===== src/rtl/exp1_tdm_demux14.sv =====
// 1:4 time-division demultiplexer with frame-sync tracking for a 2-bit TDM stream.
// Optional build macro FRAME_LATCH_EN: F0..F3 update together at frame completion from shadow registers.
//
// state | meaning
// IDLE  | after reset; waiting for the first frame_sync word
// RUN   | aligned; ch tracks the slot of the next valid word
// LOST  | alignment lost (missing sync at slot 0); waiting for frame_sync
module exp1_tdm_demux14 (
  input  logic       clk,
  input  logic       rst,
  input  logic [1:0] din,
  input  logic       din_valid,
  input  logic       frame_sync,
  output logic [1:0] F0,
  output logic [1:0] F1,
  output logic [1:0] F2,
  output logic [1:0] F3,
  output logic [1:0] ch,
  output logic       locked,
  output logic       frame_done,
  output logic       sync_err
);

  typedef enum logic [1:0] {
    IDLE = 2'd0,
    RUN  = 2'd1,
    LOST = 2'd2
  } state_t;

  state_t     state;
  state_t     state_nxt;
  logic [1:0] ch_nxt;
  logic       wr_en;
  logic [1:0] wr_ch;
  logic       done_nxt;
  logic       err_nxt;

  always_ff @(posedge clk or posedge rst) begin
    if (rst) begin
      state      <= IDLE;
      ch         <= 2'd0;
      frame_done <= 1'b0;
      sync_err   <= 1'b0;
    end else begin
      state      <= state_nxt;
      ch         <= ch_nxt;
      frame_done <= done_nxt;
      sync_err   <= err_nxt;
    end
  end

  always_comb begin
    state_nxt = state;
    ch_nxt    = ch;
    wr_en     = 1'b0;
    wr_ch     = 2'd0;
    done_nxt  = 1'b0;
    err_nxt   = 1'b0;
    if (din_valid) begin
      case (state)
        RUN: begin
          if (frame_sync) begin
            // sync at slot 0 is the normal case; anywhere else it is a resync
            wr_en   = 1'b1;
            wr_ch   = 2'd0;
            ch_nxt  = 2'd1;
            err_nxt = (ch != 2'd0);
          end else if (ch == 2'd0) begin
            err_nxt   = 1'b1;
            state_nxt = LOST;
            ch_nxt    = 2'd0;
          end else begin
            wr_en    = 1'b1;
            wr_ch    = ch;
            ch_nxt   = ch + 2'd1;
            done_nxt = (ch == 2'd3);
          end
        end
        IDLE, LOST: begin
          if (frame_sync) begin
            wr_en     = 1'b1;
            wr_ch     = 2'd0;
            ch_nxt    = 2'd1;
            state_nxt = RUN;
          end
        end
        default: begin
          state_nxt = IDLE;
          ch_nxt    = 2'd0;
        end
      endcase
    end
  end

  assign locked = (state == RUN);

`ifdef FRAME_LATCH_EN
  // Slot 3 is only ever written after fresh writes to slots 0..2, so a partial
  // frame in the shadows is always overwritten before it could be published.
  logic [1:0] sh0;
  logic [1:0] sh1;
  logic [1:0] sh2;

  always_ff @(posedge clk or posedge rst) begin
    if (rst) begin
      sh0 <= 2'd0;
      sh1 <= 2'd0;
      sh2 <= 2'd0;
      F0  <= 2'd0;
      F1  <= 2'd0;
      F2  <= 2'd0;
      F3  <= 2'd0;
    end else if (wr_en) begin
      case (wr_ch)
        2'd0: sh0 <= din;
        2'd1: sh1 <= din;
        2'd2: sh2 <= din;
        default: begin
          F0 <= sh0;
          F1 <= sh1;
          F2 <= sh2;
          F3 <= din;
        end
      endcase
    end
  end
`else
  always_ff @(posedge clk or posedge rst) begin
    if (rst) begin
      F0 <= 2'd0;
      F1 <= 2'd0;
      F2 <= 2'd0;
      F3 <= 2'd0;
    end else if (wr_en) begin
      case (wr_ch)
        2'd0:    F0 <= din;
        2'd1:    F1 <= din;
        2'd2:    F2 <= din;
        default: F3 <= din;
      endcase
    end
  end
`endif

endmodule


===== config.mk =====
export PLATFORM = sky130hd
export DESIGN_NAME = exp1_tdm_demux14
export DESIGN_NICKNAME = d
export VERILOG_FILES = /design/src/rtl/exp1_tdm_demux14.sv
export SDC_FILE = /design/constraint.sdc
export NUM_CORES = 1
export LEC_CHECK = 0
export CELL_PAD_IN_SITES_DETAIL_PLACEMENT = 1
export CELL_PAD_IN_SITES_GLOBAL_PLACEMENT = 2
export CORE_ASPECT_RATIO = 1.4
export CORE_MARGIN = 1
export CORE_UTILIZATION = 32
export DETAILED_ROUTE_END_ITERATION = 7
export PLACE_DENSITY_LB_ADDON = 0.15
export REMOVE_ABC_BUFFERS = 1
export SLEW_MARGIN = 0
export SYNTH_ARGS = -nofsm -noshare
export SYNTH_HDL_FRONTEND = slang
export SYNTH_SLANG_ARGS = --single-unit

===== constraint.sdc =====
create_clock -name clk -period 5.45 [get_ports clk]
set_input_delay 0.8175 -clock clk [delete_from_list [all_inputs] [get_ports clk]]
set_output_delay 0.8175 -clock clk [all_outputs]
set_load 0.01 [all_outputs]

---- Word-level counts from Yosys, hierarchy flattened ----
Index checks and enable logic that the tools add are counted.
word-level totals
  flip-flop bits (word level) ............. 14
  logic and storage cells ................. 54
cells by class
  multiplexer cells ....................... 24
  $add $sub $neg .......................... 1
  eq/ne operators ......................... 8
  reduce and logical (&&, ||, !) cells .... 12
  bitwise operators ....................... 1
operators by type and width
  operator                                                                  number
  2-bit 2-to-1 mux                                                          9
  1-bit 2-to-1 mux                                                          12
  2-bit AND reduction                                                       5
  2-bit case mux with 2 select lines                                        2
  2-bit == test (second input constant)                                     3
  2-bit logical NOT                                                         3
  2-bit by 1-bit == test with 1-bit output (second input constant)          2
  2-bit inequality test (second input constant)                             2
  4-bit AND reduction                                                       1
  3-bit OR reduction                                                        1
  2-bit by 1-bit adder with 2-bit output (second input constant)            1
  2-bit by 1-bit inequality test with 1-bit output (second input constant)  1
  1-bit case mux with 2 select lines                                        1
  2-bit nonzero test                                                        1
  2-bit OR reduction                                                        1
  1-bit inverter                                                            1

---- Logic depth before layout (Yosys ltp) ----
Gate-level depths: netlist of the first run.
  word-level depth ........................ 9
  gate-level depth with buffers ........... 7
  gate-level depth less buffers ........... 7

---- Least setup slack after synthesis of the first run ----
No wires, ideal clock.
  path kind ............................... register to register
  from .................................... register ch[0]
  to ...................................... register F0[0]
  slack ................................... 3383 ps
  cell stages (with the launch flop) ...... 8
  data arrival time ....................... 1943 ps
  library setup time ...................... 125 ps
  path through ............................ dfrtp_1 inv_1 ha_1 ha_1 nor2_1 mux2i_1 nor4b_2 mux2_2
on the way
  cells in the longest elaborated chain, start to end .. 7
ends and longest elaborated chain
  item                             RTL line  RTL
  start: declaration               18        output logic [1:0] ch,
  start signal: assignment         46        ch <= ch_nxt;
  2-bit logical NOT                68        end else if (ch == 2'd0) begin
  2-bit 2-to-1 mux                 68
  2-bit 2-to-1 mux                 62        if (frame_sync) begin
  2-bit 2-to-1 mux                 n/a
  2-bit 2-to-1 mux                 59        if (din_valid) begin
  2-bit logical NOT                135       case (wr_ch)
  2-bit AND reduction (no line) *  n/a
  end signal: assignment           136       2'd0: F0 <= din;
  end: declaration                 14        output logic [1:0] F0,
Mark *: on every way between the ends. The rest lies on a longest branch, timed or not.
A chain may end at the register's enable or synchronous reset.

---- Final worst setup path of the first run ----
  from .................................... input frame_sync
  to ...................................... register F0[1]
on the way
  cells in the longest elaborated chain, start to end .. 5
ends and longest elaborated chain
  item                             RTL line  RTL
  start: declaration               13        input logic frame_sync,
  2-bit 2-to-1 mux                 62
  2-bit 2-to-1 mux                 n/a
  2-bit 2-to-1 mux                 59
  2-bit logical NOT                135
  2-bit AND reduction (no line) *  n/a
Marked as above.

==> results of run 1 <==
-- worst max-delay path by stage --
stage                        endpoint  slack (ns)         startpoint  depth (start not counted)
floorplan           F0[0]$_DFFE_PP0P_        3.38  ch[0]$_DFFE_PP0P_                          7
global placement    F0[1]$_DFFE_PP0P_        2.72         frame_sync                          7
detailed placement  F0[1]$_DFFE_PP0P_        2.67         frame_sync                          7
CTS                 F0[1]$_DFFE_PP0P_        2.96         frame_sync                          7
global route        F0[1]$_DFFE_PP0P_        2.79         frame_sync                          7
finish              F0[1]$_DFFE_PP0P_        2.96         frame_sync                          7
-- layer usage --
layer / up-vias / wire [µm]
met1: 254 / 520
met2: 19 / 711
met5: - / 0
met4: 0 / 19
met3: 4 / 91
li1: 236 / -
-- sequential cells by signal (all words and copies together), names as in the netlist --
signal / flops
sync_err: 1
F2: 2
state: 2
frame_done: 1
ch: 2
F0: 2
F3: 2
F1: 2
-- where the power goes --
group	leakage (nW)	internal [mW]	switching [mW]
Combinational	0.219	0.125	0.0906
Sequential	0.178	0.143	0.0340
Clock	0.0138	0.0256	0.0308
-- through the flow --
step | hold WS [ns] | instances
6_report | 0.5094 | 96
5_1_grt | 0.5309 | 96
4_1_cts | 0.5132 | 96
3_5_place_dp | 0.4953 | 93
3_3_place_gp | 0.4894 | 93
2_1_floorplan | 0.4804 | 54
-- final cells by class --
cell class                 count  area, µm²
clock buffer                   3      22.52
multi-input combinational     36      330.3
sequential                    14      350.3
timing repair buffer          18      180.2
fill                         217       1096
inverter                       4      15.01
tap                           21      26.28
-- Yosys cell counts (2+ instances only) --
library cell | instances | area (µm²)
dfrtp_1 | 14 | 350.3
o21ai_0 | 3 | 15.01
a22o_2 | 2 | 20.02
inv_1 | 4 | 15.01
a21oi_1 | 2 | 10.01
ha_1 | 4 | 50.05
nor2_1 | 2 | 7.510
mux2_2 | 8 | 90.09
nand3_1 | 2 | 10.01
nand3b_1 | 2 | 15.01
nor3b_4 | 2 | 37.54
nand2_1 | 2 | 7.510
-- cells by family after synthesis --
kind of cell | after synthesis | share of synthesized area
AND/OR/NAND/NOR | 15 | 0.1823
flip-flops | 14 | 0.4956
buffers and inverters | 5 | 0.03716
adder cells (fa/ha/maj) | 4 | 0.07080
multiplexers | 9 | 0.1416
AO/OA/AOI/OAI | 8 | 0.07257
-- placed cells by master (no fill, tap or decap) --
cell	instances
nor4b_2	1
nand3b_1	2
nor3_1	1
a22o_2	2
ha_1	4
and2_2	1
o22ai_1	1
dfrtp_1	14
clkbuf_4	3
o21ai_0	3
nand3_1	2
nand2_1	2
a21oi_1	2
nor2_1	2
mux2i_1	1
mux2_2	8
inv_1	4
and2b_1	1
nor3b_4	2
and4bb_4	1
clkdlybuf4s50_1	18
-- worst register-to-register path, delay by kind of cell, from the launching register on --
kind	cells	cell delay, ns
buffers and inverters	1	0.13
DFF	1	0.42
and+or+nand+nor	2	0.51
adders and majority gates	2	0.54
muxes	2	0.51
==> key figures, run 1 <==
Global routing
  – Met2 GRT Util: 0.2299
  – First-pass GRT wire length: 2.421 mm
  – Met3 Use GR: 0.03738
  – Vias in the first global route: 556
  – Largest net degree at the start of global routing: 15
  – Gr busiest metal: met2
  – Total track usage: 0.1336
  – Initial antenna violation count: 0
  – Grt ovf: 0
  – M1 GR Usage: 0.1431

Synth
  – Asr flop ratio synth: 1.000
  – Cells after Synth: 55
  – Yosys cell types: 20
  – Mapped Area: about 710 µm²
  – Synthesized area per cell: approximately 13 µm²
  – Seq/Total Area, Yosys: 0.4956
  – Register bit total from synthesis: 14
  – Synth Flop Type: dfrtp_1
  – Ys Warns: 0
  – Post-synth EDFFs: 0

Floorplanning
  – Die width: about 42 µm
  – Ports: 19
  – Initial core utilization: 0.3498
  – Row count: 19
  – Die extent in y: between 50 and 60 µm
  – Die footprint: ~2400 µm²
  – Core Area: 2021 µm²

Worst setup path
  – Reg2reg start: ch[0]$_DFFE_PP0P_
  – Crit. End Element: register
  – WS Path Type: in2reg
  – R2R Setup Slk: 3.22 ns
  – Crit path launch type: primary input
  – Reg2Reg Depth: 7
  – Bufs and invs on worst path: 2
  – Critical path's largest stage delay: roughly 0.53 ns
  – Crit-path max FO: 5
  – Slowest cell on crit path: clkdlybuf4s50_1
  – Crit path max-delay family: buffers and inverters
  – RR Endpoint: F0[1]$_DFFE_PP0P_
  – WP data required: about 5.6 ns
  – Worst path cell trace: clkdlybuf4s50_1 > inv_1 > ha_1 > nor2_1 > mux2i_1 > nor4b_2 > mux2_2
  – Worst endpoint data arrival time: 2.66 ns

Clock network
  – CTS Hold Bufs: 0
  – Cts repair resizes: 0
  – CTS Root Buffer Type: clkbuf_4
  – Worst-path clk slew: 0.08 ns
  – CTS max path bufs: 2
  – H-tree levels: 1
  – CTS tree: yes
  – Clk_lat worst skew: roughly 0.27 ns
  – Sink Count: 14
  – Total CTS buffers: 3
  – Post-CTS Setup Bufs: 0

Min path
  – Worst Hold End: F1[0]$_DFFE_PP0P_
  – Worst Hold Path Cells: 1
  – Hold Path Class: reg2reg
  – Hold_sp: F1[0]$_DFFE_PP0P_

Placed design
  – Placer Congestion: roughly 0.66
  – Pre-CTS setup slack: between 2 and 3 ns
  – HPWL after detailed placement: 1.077 mm
  – DP Area: roughly 900 µm²
  – PortBufs: 18

STA
  – Clock skew after layout: ~0.0015 ns
  – Crit share post-route: 0.4575
  – Hold Fails Final Rpt: 0
  – Final Critical Period: between 2 and 2.5 ns
  – Final setup vio count: 0
  – Peak Freq: roughly 400 MHz
  – RSZ-0062 raised after global routing: no
  – Post-route setup TNS: 0 ns
  – Slew @ Worst Pin: approximately 0.54 ns
  – Fin. max-slew vios: 0
  – PnR worst setup slack: just under 3 ns
  – Slew headroom: 0.6419

Layout
  – Layout area overhead: 30.80%
  – Antenna diodes: 0
  – Final Util: 0.4576
  – Ratio of cells with drive above 1 in the final layout: 0.2400
  – Final Instance Area: 924.6 µm²
  – Layout Nets: 87

Pwr
  – Worst VDD drop: 0.2433 mV
  – Pwr Total: approximately 450 µW
  – P_leak: just over 0.4 nW
  – Pwr Density: slightly below 500 nW/µm²

Drt
  – Post-Route WL: roughly 1.3 mm
  – Drt pass-1 iters: 2
  – Via/cell ratio: roughly 5.3
  – WL/cell: roughly 14 µm
  – Starting DRT DRC Count: 2
  – Final antenna-violating net count: 0
  – Residual DRC count: 0
  – Via count: roughly 510

Flow run
  – Max-cap violation count: 0

Run status
  – Outcome: finished clean
No activity file was read; power rests on OpenSTA's default activity.
==> run 2, diff against run 1 <==
--- a/config.mk
+++ b/config.mk
@@ -9,7 +9,7 @@
 export CELL_PAD_IN_SITES_GLOBAL_PLACEMENT = 2
 export CORE_ASPECT_RATIO = 1.4
 export CORE_MARGIN = 1
-export CORE_UTILIZATION = 32
+export CORE_UTILIZATION = 27
 export DETAILED_ROUTE_END_ITERATION = 7
 export PLACE_DENSITY_LB_ADDON = 0.15
 export REMOVE_ABC_BUFFERS = 1
==> constraint.sdc (replaced) <==
create_clock -name clk -period 2.27 [get_ports clk]
set_input_delay 0.3405 -clock clk [delete_from_list [all_inputs] [get_ports clk]]
set_output_delay 0.3405 -clock clk [all_outputs]
set_load 0.01 [all_outputs]
==> run 2 against run 1 <==
  * Sequential power up 140%
  * Clock power up 140%
  * Cell area rose by 4.2%
  * Critical path type is now reg2reg
  * Largest power group unchanged
==> key figures, run 2 (synthesized netlist as in run 1, its figures left out) <==
Global routing
  – Vias in the first global route: about 550
  – Total track usage: 0.1201
  – Met2 GRT Util: 0.2120
  – Grt ovf: 0
  – Largest net degree at the start of global routing: 15
  – First-pass GRT wire length: ~2.5 mm
  – M1 GR Usage: 0.1273
  – Initial antenna violation count: 0
  – Met3 Use GR: 0.02601
  – Gr busiest metal: met2

Layout
  – Antenna diodes: 0
  – Most frequent cells in the layout: clkdlybuf4s50_1 (18), dfrtp_1 (14), mux2_2 (8)
  – Final Instance Area: about 960 µm²
  – Ratio of cells with drive above 1 in the final layout: 0.2692
  – Layout area overhead: 36.28%
  – Commonest non-fill, non-tap cell in the layout: clkdlybuf4s50_1
  – Layout Nets: 90

Pwr
  – P_leak: roughly 0.43 nW
  – Pwr Density: between 1000 and 1500 nW/µm²
  – Worst VDD drop: around 0.44 mV

Floorplanning
  – Core Area: roughly 2400 µm²
  – Die footprint: roughly 2800 µm²
  – Die extent in y: 62.55 µm
  – Row count: 21
  – Die width: around 45 µm
  – Initial core utilization: 0.2893
  – Ports: 19

Clock network
  – CTS max path bufs: 2
  – Cts repair resizes: 0
  – CTS Hold Bufs: 0
  – Clk_lat worst skew: approximately 0.27 ns
  – Post-CTS Setup Bufs: 0
  – H-tree levels: 1
  – CTS tree: yes
  – Total CTS buffers: 3
  – CTS Root Buffer Type: clkbuf_4
  – Worst-path clk slew: 0.08 ns
  – Sink Count: 14

STA
  – Fin. max-slew vios: 0
  – Slew headroom: 0.6363
  – Hold Fails Final Rpt: 0
  – Hold WS: 0.4097 ns
  – Slew @ Worst Pin: between 0.5 and 0.6 ns
  – Crit share post-route: 0.8650
  – Final Critical Period: roughly 2.0 ns
  – Peak Freq: around 510 MHz
  – Post-route setup TNS: 0 ns
  – Clock skew after layout: about 0.0024 ns
  – RSZ-0062 raised after global routing: no
  – Final setup vio count: 0

Placed design
  – PortBufs: 18
  – DP Area: roughly 940 µm²
  – HPWL after detailed placement: 1.112 mm
  – Placer Congestion: between 0.7 and 0.8

Drt
  – Via/cell ratio: between 4 and 5
  – Drt pass-1 iters: 3
  – Residual DRC count: 0
  – Post-Route WL: 1.392 mm
  – Via count: between 400 and 500
  – WL/cell: roughly 12 µm
  – Final antenna-violating net count: 0
  – Starting DRT DRC Count: 3

Min path
  – Hold Path Class: in2async

Worst setup path
  – Crit path launch type: register
  – Crit. End Element: register
  – WP data required: 2.43 ns
  – Crit-path max FO: 5
  – WS Path Type: reg2reg
  – Worst endpoint data arrival time: approximately 2.1 ns

Flow run
  – Max-cap violation count: 0

Run status
  – Outcome: finished clean
==> run 2: cell types whose count changed in the layout (fill, tap and decap cells not counted), sizes merged <==
cell / before / now
buf: 0 / 3
==> run 2: cell type report <==
| type | instances | area, µm² |
|---|---|---|
| Clock buffer | 3 | 22.52 |
| Timing Repair Buffer | 21 | 202.7 |
| Tap cell | 34 | 42.54 |
| Inverter | 4 | 15.01 |
| Multi-Input combinational cell | 36 | 330.3 |
| Sequential cell | 14 | 350.3 |
| Fill cell | 277 | 1480 |
==> run 2: layer usage <==
| layer | wire [µm] | part of all wire |
|---|---|---|
| met1 | 552 | 0.40 |
| met2 | 780 | 0.56 |
| met3 | 39 | 0.028 |
| met4 | 19 | 0.014 |
| met5 | 0 | 0 |
==> run 2: worst max-delay path, stage by stage (launching register included) <==
cell,delay [ns]
dfrtp_1,0.41
inv_1,0.12
ha_1,0.23
ha_1,0.18
nor2_1,0.12
mux2i_1,0.10
nor4b_2,0.32
mux2_2,0.38
==> run 2: through the flow <==
stage / utilization / setup slack [ns] / total power [mW] / cells
final: 0.3943 / 0.3066 / 1.100 / 112
after global routing: 0.3943 / 0.1519 / 1.199 / 112
after CTS: 0.3943 / 0.2801 / 1.123 / 112
after detailed placement: 0.3850 / 0.07792 / 0.9800 / 109
after global placement: 0.3850 / 0.1038 / 0.9744 / 109
after floorplan: - / 0.2025 / 0.7045 / 54
==> run 2: power by group <==
group | leakage, nW | internal, mW | total (mW) | switching [mW]
sequential | 0.178 | 0.343 | 0.420 | 0.0773
combinational | 0.234 | 0.322 | 0.543 | 0.221
clock | 0.0138 | 0.0612 | 0.137 | 0.0755
==> run 2: worst paths after layout <==
path	from	to	slack [ns]	cells after the start
max in group asynchronous	rst	F0[0]$_DFFE_PP0P_	1.50	2
min in group clk	F2[1]$_DFFE_PP0P_	F2[1]$_DFFE_PP0P_	0.51	1
min	rst	frame_done$_DFF_PP0_	0.41	2
max	ch[0]$_DFFE_PP0P_	F0[1]$_DFFE_PP0P_	0.31	7
max reg2reg	ch[0]$_DFFE_PP0P_	F0[1]$_DFFE_PP0P_	0.31	7
min reg2reg	F2[1]$_DFFE_PP0P_	F2[1]$_DFFE_PP0P_	0.51	1
==> run 3, diff against run 2 <==
--- a/config.mk
+++ b/config.mk
@@ -8,7 +8,7 @@
 export CELL_PAD_IN_SITES_DETAIL_PLACEMENT = 1
 export CELL_PAD_IN_SITES_GLOBAL_PLACEMENT = 2
 export CORE_ASPECT_RATIO = 1.4
-export CORE_MARGIN = 1
+export CORE_MARGIN = 3
 export CORE_UTILIZATION = 27
 export DETAILED_ROUTE_END_ITERATION = 7
 export PLACE_DENSITY_LB_ADDON = 0.15
==> constraint.sdc (replaced) <==
create_clock -name clk -period 1.8 [get_ports clk]
set_input_delay 0.27 -clock clk [delete_from_list [all_inputs] [get_ports clk]]
set_output_delay 0.27 -clock clk [all_outputs]
set_load 0.01 [all_outputs]
==> run 3 against run 2 <==
  * Via count increased by 10%
  * Total power increased by 47%
  * Highest routed layer unchanged
  * Sequential share of layout area decreased by 4.0 points
  * Critical path depth unchanged
  * Clock power increased by 28%
  * Critical path type unchanged
  * Wire length increased by 15%
  * Utilization increased by 4.9 points
  * Worst hold slack got worse by 0.078 ns
  * Worst setup slack got worse by 0.22 ns
  * Cell area increased by 12%
  * First-iteration DRC count increased by 33%
==> key figures, run 3 (synthesized netlist as in run 1, its figures left out) <==
Drt
  – WL/cell: between 10 and 15 µm
  – Final antenna-violating net count: 0
  – Via/cell ratio: approximately 4.4
  – Via count: roughly 550
  – Post-Route WL: between 1.5 and 2 mm
  – Residual DRC count: 0
  – Drt pass-1 iters: 3
  – Starting DRT DRC Count: 4

Clock network
  – Worst-path clk slew: roughly 0.08 ns
  – Total CTS buffers: 3
  – Clk_lat worst skew: about 0.27 ns
  – H-tree levels: 1
  – CTS tree: yes
  – CTS Root Buffer Type: clkbuf_4
  – Sink Count: 14
  – CTS Hold Bufs: 0
  – CTS max path bufs: 2

Worst setup path
  – Reg2reg start: ch[1]$_DFFE_PP0P_
  – Crit. End Element: register
  – Crit path max-delay family: multiplexers
  – Crit path launch type: register
  – Crit-path max FO: 2
  – Critical path's largest stage delay: roughly 0.37 ns
  – Worst path cell trace: inv_2 > ha_4 > ha_4 > nor2_4 > mux2i_1 > nor4b_2 > mux2_2
  – Slowest cell on crit path: dfrtp_1
  – Bufs and invs on worst path: 1
  – WS Path Type: reg2reg
  – Cell mode on critical path: ha_4
  – Critical Path Source: ch[1]$_DFFE_PP0P_
  – Worst endpoint data arrival time: about 1.9 ns
  – WP data required: 1.97 ns

Placed design
  – DP Area: about 1000 µm²
  – Cells after DPL: about 120
  – PortBufs: 18
  – Placer Congestion: ~0.7

STA
  – Hold Fails Final Rpt: 0
  – Slew @ Worst Pin: between 0.5 and 0.6 ns
  – RSZ-0062 raised after global routing: no
  – Fin. max-slew vios: 0
  – Post-route setup TNS: 0 ns
  – Crit share post-route: 0.9523
  – Peak Freq: between 500 and 600 MHz
  – Final setup vio count: 0
  – Slew headroom: 0.6379
  – Clock skew after layout: between 0.001 and 0.0015 ns
  – Final Critical Period: around 1.7 ns

Flow run
  – Max-cap violation count: 0

Run status
  – Outcome: finished clean

Pwr
  – Worst VDD drop: around 0.6 mV
  – P_leak: 0.4867 nW
  – Pwr Total: between 1.5 and 2 mW
  – Pwr Density: roughly 1500 nW/µm²

Floorplanning
  – Die footprint: around 3300 µm²
  – Core Area: 2444 µm²
  – Die extent in y: roughly 67 µm
  – Die width: just under 50 µm
  – Row count: 21
  – Ports: 19
  – Initial core utilization: 0.2893

Global routing
  – Vias in the first global route: 630
  – Grt ovf: 0
  – Initial antenna violation count: 0
  – Largest net degree at the start of global routing: 15
  – Total track usage: 0.1197
  – First-pass GRT wire length: between 2 and 3 mm

Layout
  – Commonest non-fill, non-tap cell in the layout: clkdlybuf4s50_1
  – FF/Latch Area: roughly 350 µm²
  – Layout Nets: between 100 and 150
  – Final Instance Area: 1084 µm²
  – Antenna diodes: 0
  – Most frequent cells in the layout: clkdlybuf4s50_1 (16), buf_4 (15), dfrtp_1 (14)
  – Fin cells: approximately 120
  – Multi-input logic area: between 300 and 400 µm²
  – Ratio of cells with drive above 1 in the final layout: 0.4222
  – Layout area overhead: 53.27%
  – Fill count: 270

Min path
  – Hold Path Class: in2async
[run 3: cell count changes in the layout (fill, tap and decap cells not counted)]
cell / previous run / this run
dlygate4sd2_1: 0 / 2
nor2_4: 0 / 1
ha_4: 0 / 2
buf_4: 3 / 15
inv_1: 4 / 2
clkdlybuf4s50_1: 18 / 16
ha_1: 4 / 2
inv_2: 0 / 2
nor2_1: 2 / 1
[run 3: repair_timing]
action                     in CTS  in global routing
setup endpoints to repair       3                  2
cloned                          0                  0
buffers inserted                4                  0
resized for setup              10                  0
pin swaps                       3                  1
hold endpoints to repair        0                  0
[run 3: power breakdown]
group          total [mW]  switching [mW]  internal, mW
clock network       0.175          0.0979        0.0775
registers           0.492          0.0591         0.433
logic               0.951           0.385         0.566
[run 3: metal layers]
metal	vias up	wire [µm]	part of all wire	global-route usage
met3	4	60	0.037	0.02461
li1	267	-	-	-
met5	-	0	0	0
met1	265	572	0.36	0.1140
met2	12	930	0.58	0.2248
met4	0	37	0.023	0.08541
[run 3: final timing paths]
path                                   endpoint  slack, ns  cells after the start
max                           F0[1]$_DFFE_PP0P_       0.09                      7
min                        state[1]$_DFFE_PP0P_       0.33                      2
min in group clk           state[0]$_DFFE_PP0P_       0.48                      3
max reg2reg                   F0[1]$_DFFE_PP0P_       0.09                      7
max in group asynchronous     F1[1]$_DFFE_PP0P_       1.11                      2
min reg2reg                   F3[1]$_DFFE_PP0P_       0.51                      1
[run 3: final cells by class]
cell class | instances | share of cell area
Sequential cell | 14 | 0.3233
Inverter | 4 | 0.01386
Multi-Input combinational cell | 36 | 0.3349
Clock buffer | 3 | 0.02079
Tap cell | 34 | 0.03926
Timing Repair Buffer | 33 | 0.2679
[run 3: through the flow]
step / util / hold slack (ns) / worst slack, ns
global route: 0.4434 / 0.3792 / 0.009887
global placement: 0.4096 / 0.4866 / -0.3373
detailed placement: 0.4096 / 0.4944 / -0.3793
floorplan: - / 0.1592 / -0.2675
CTS: 0.4434 / 0.3504 / 0.0008429
finish: 0.4434 / 0.3320 / 0.08586
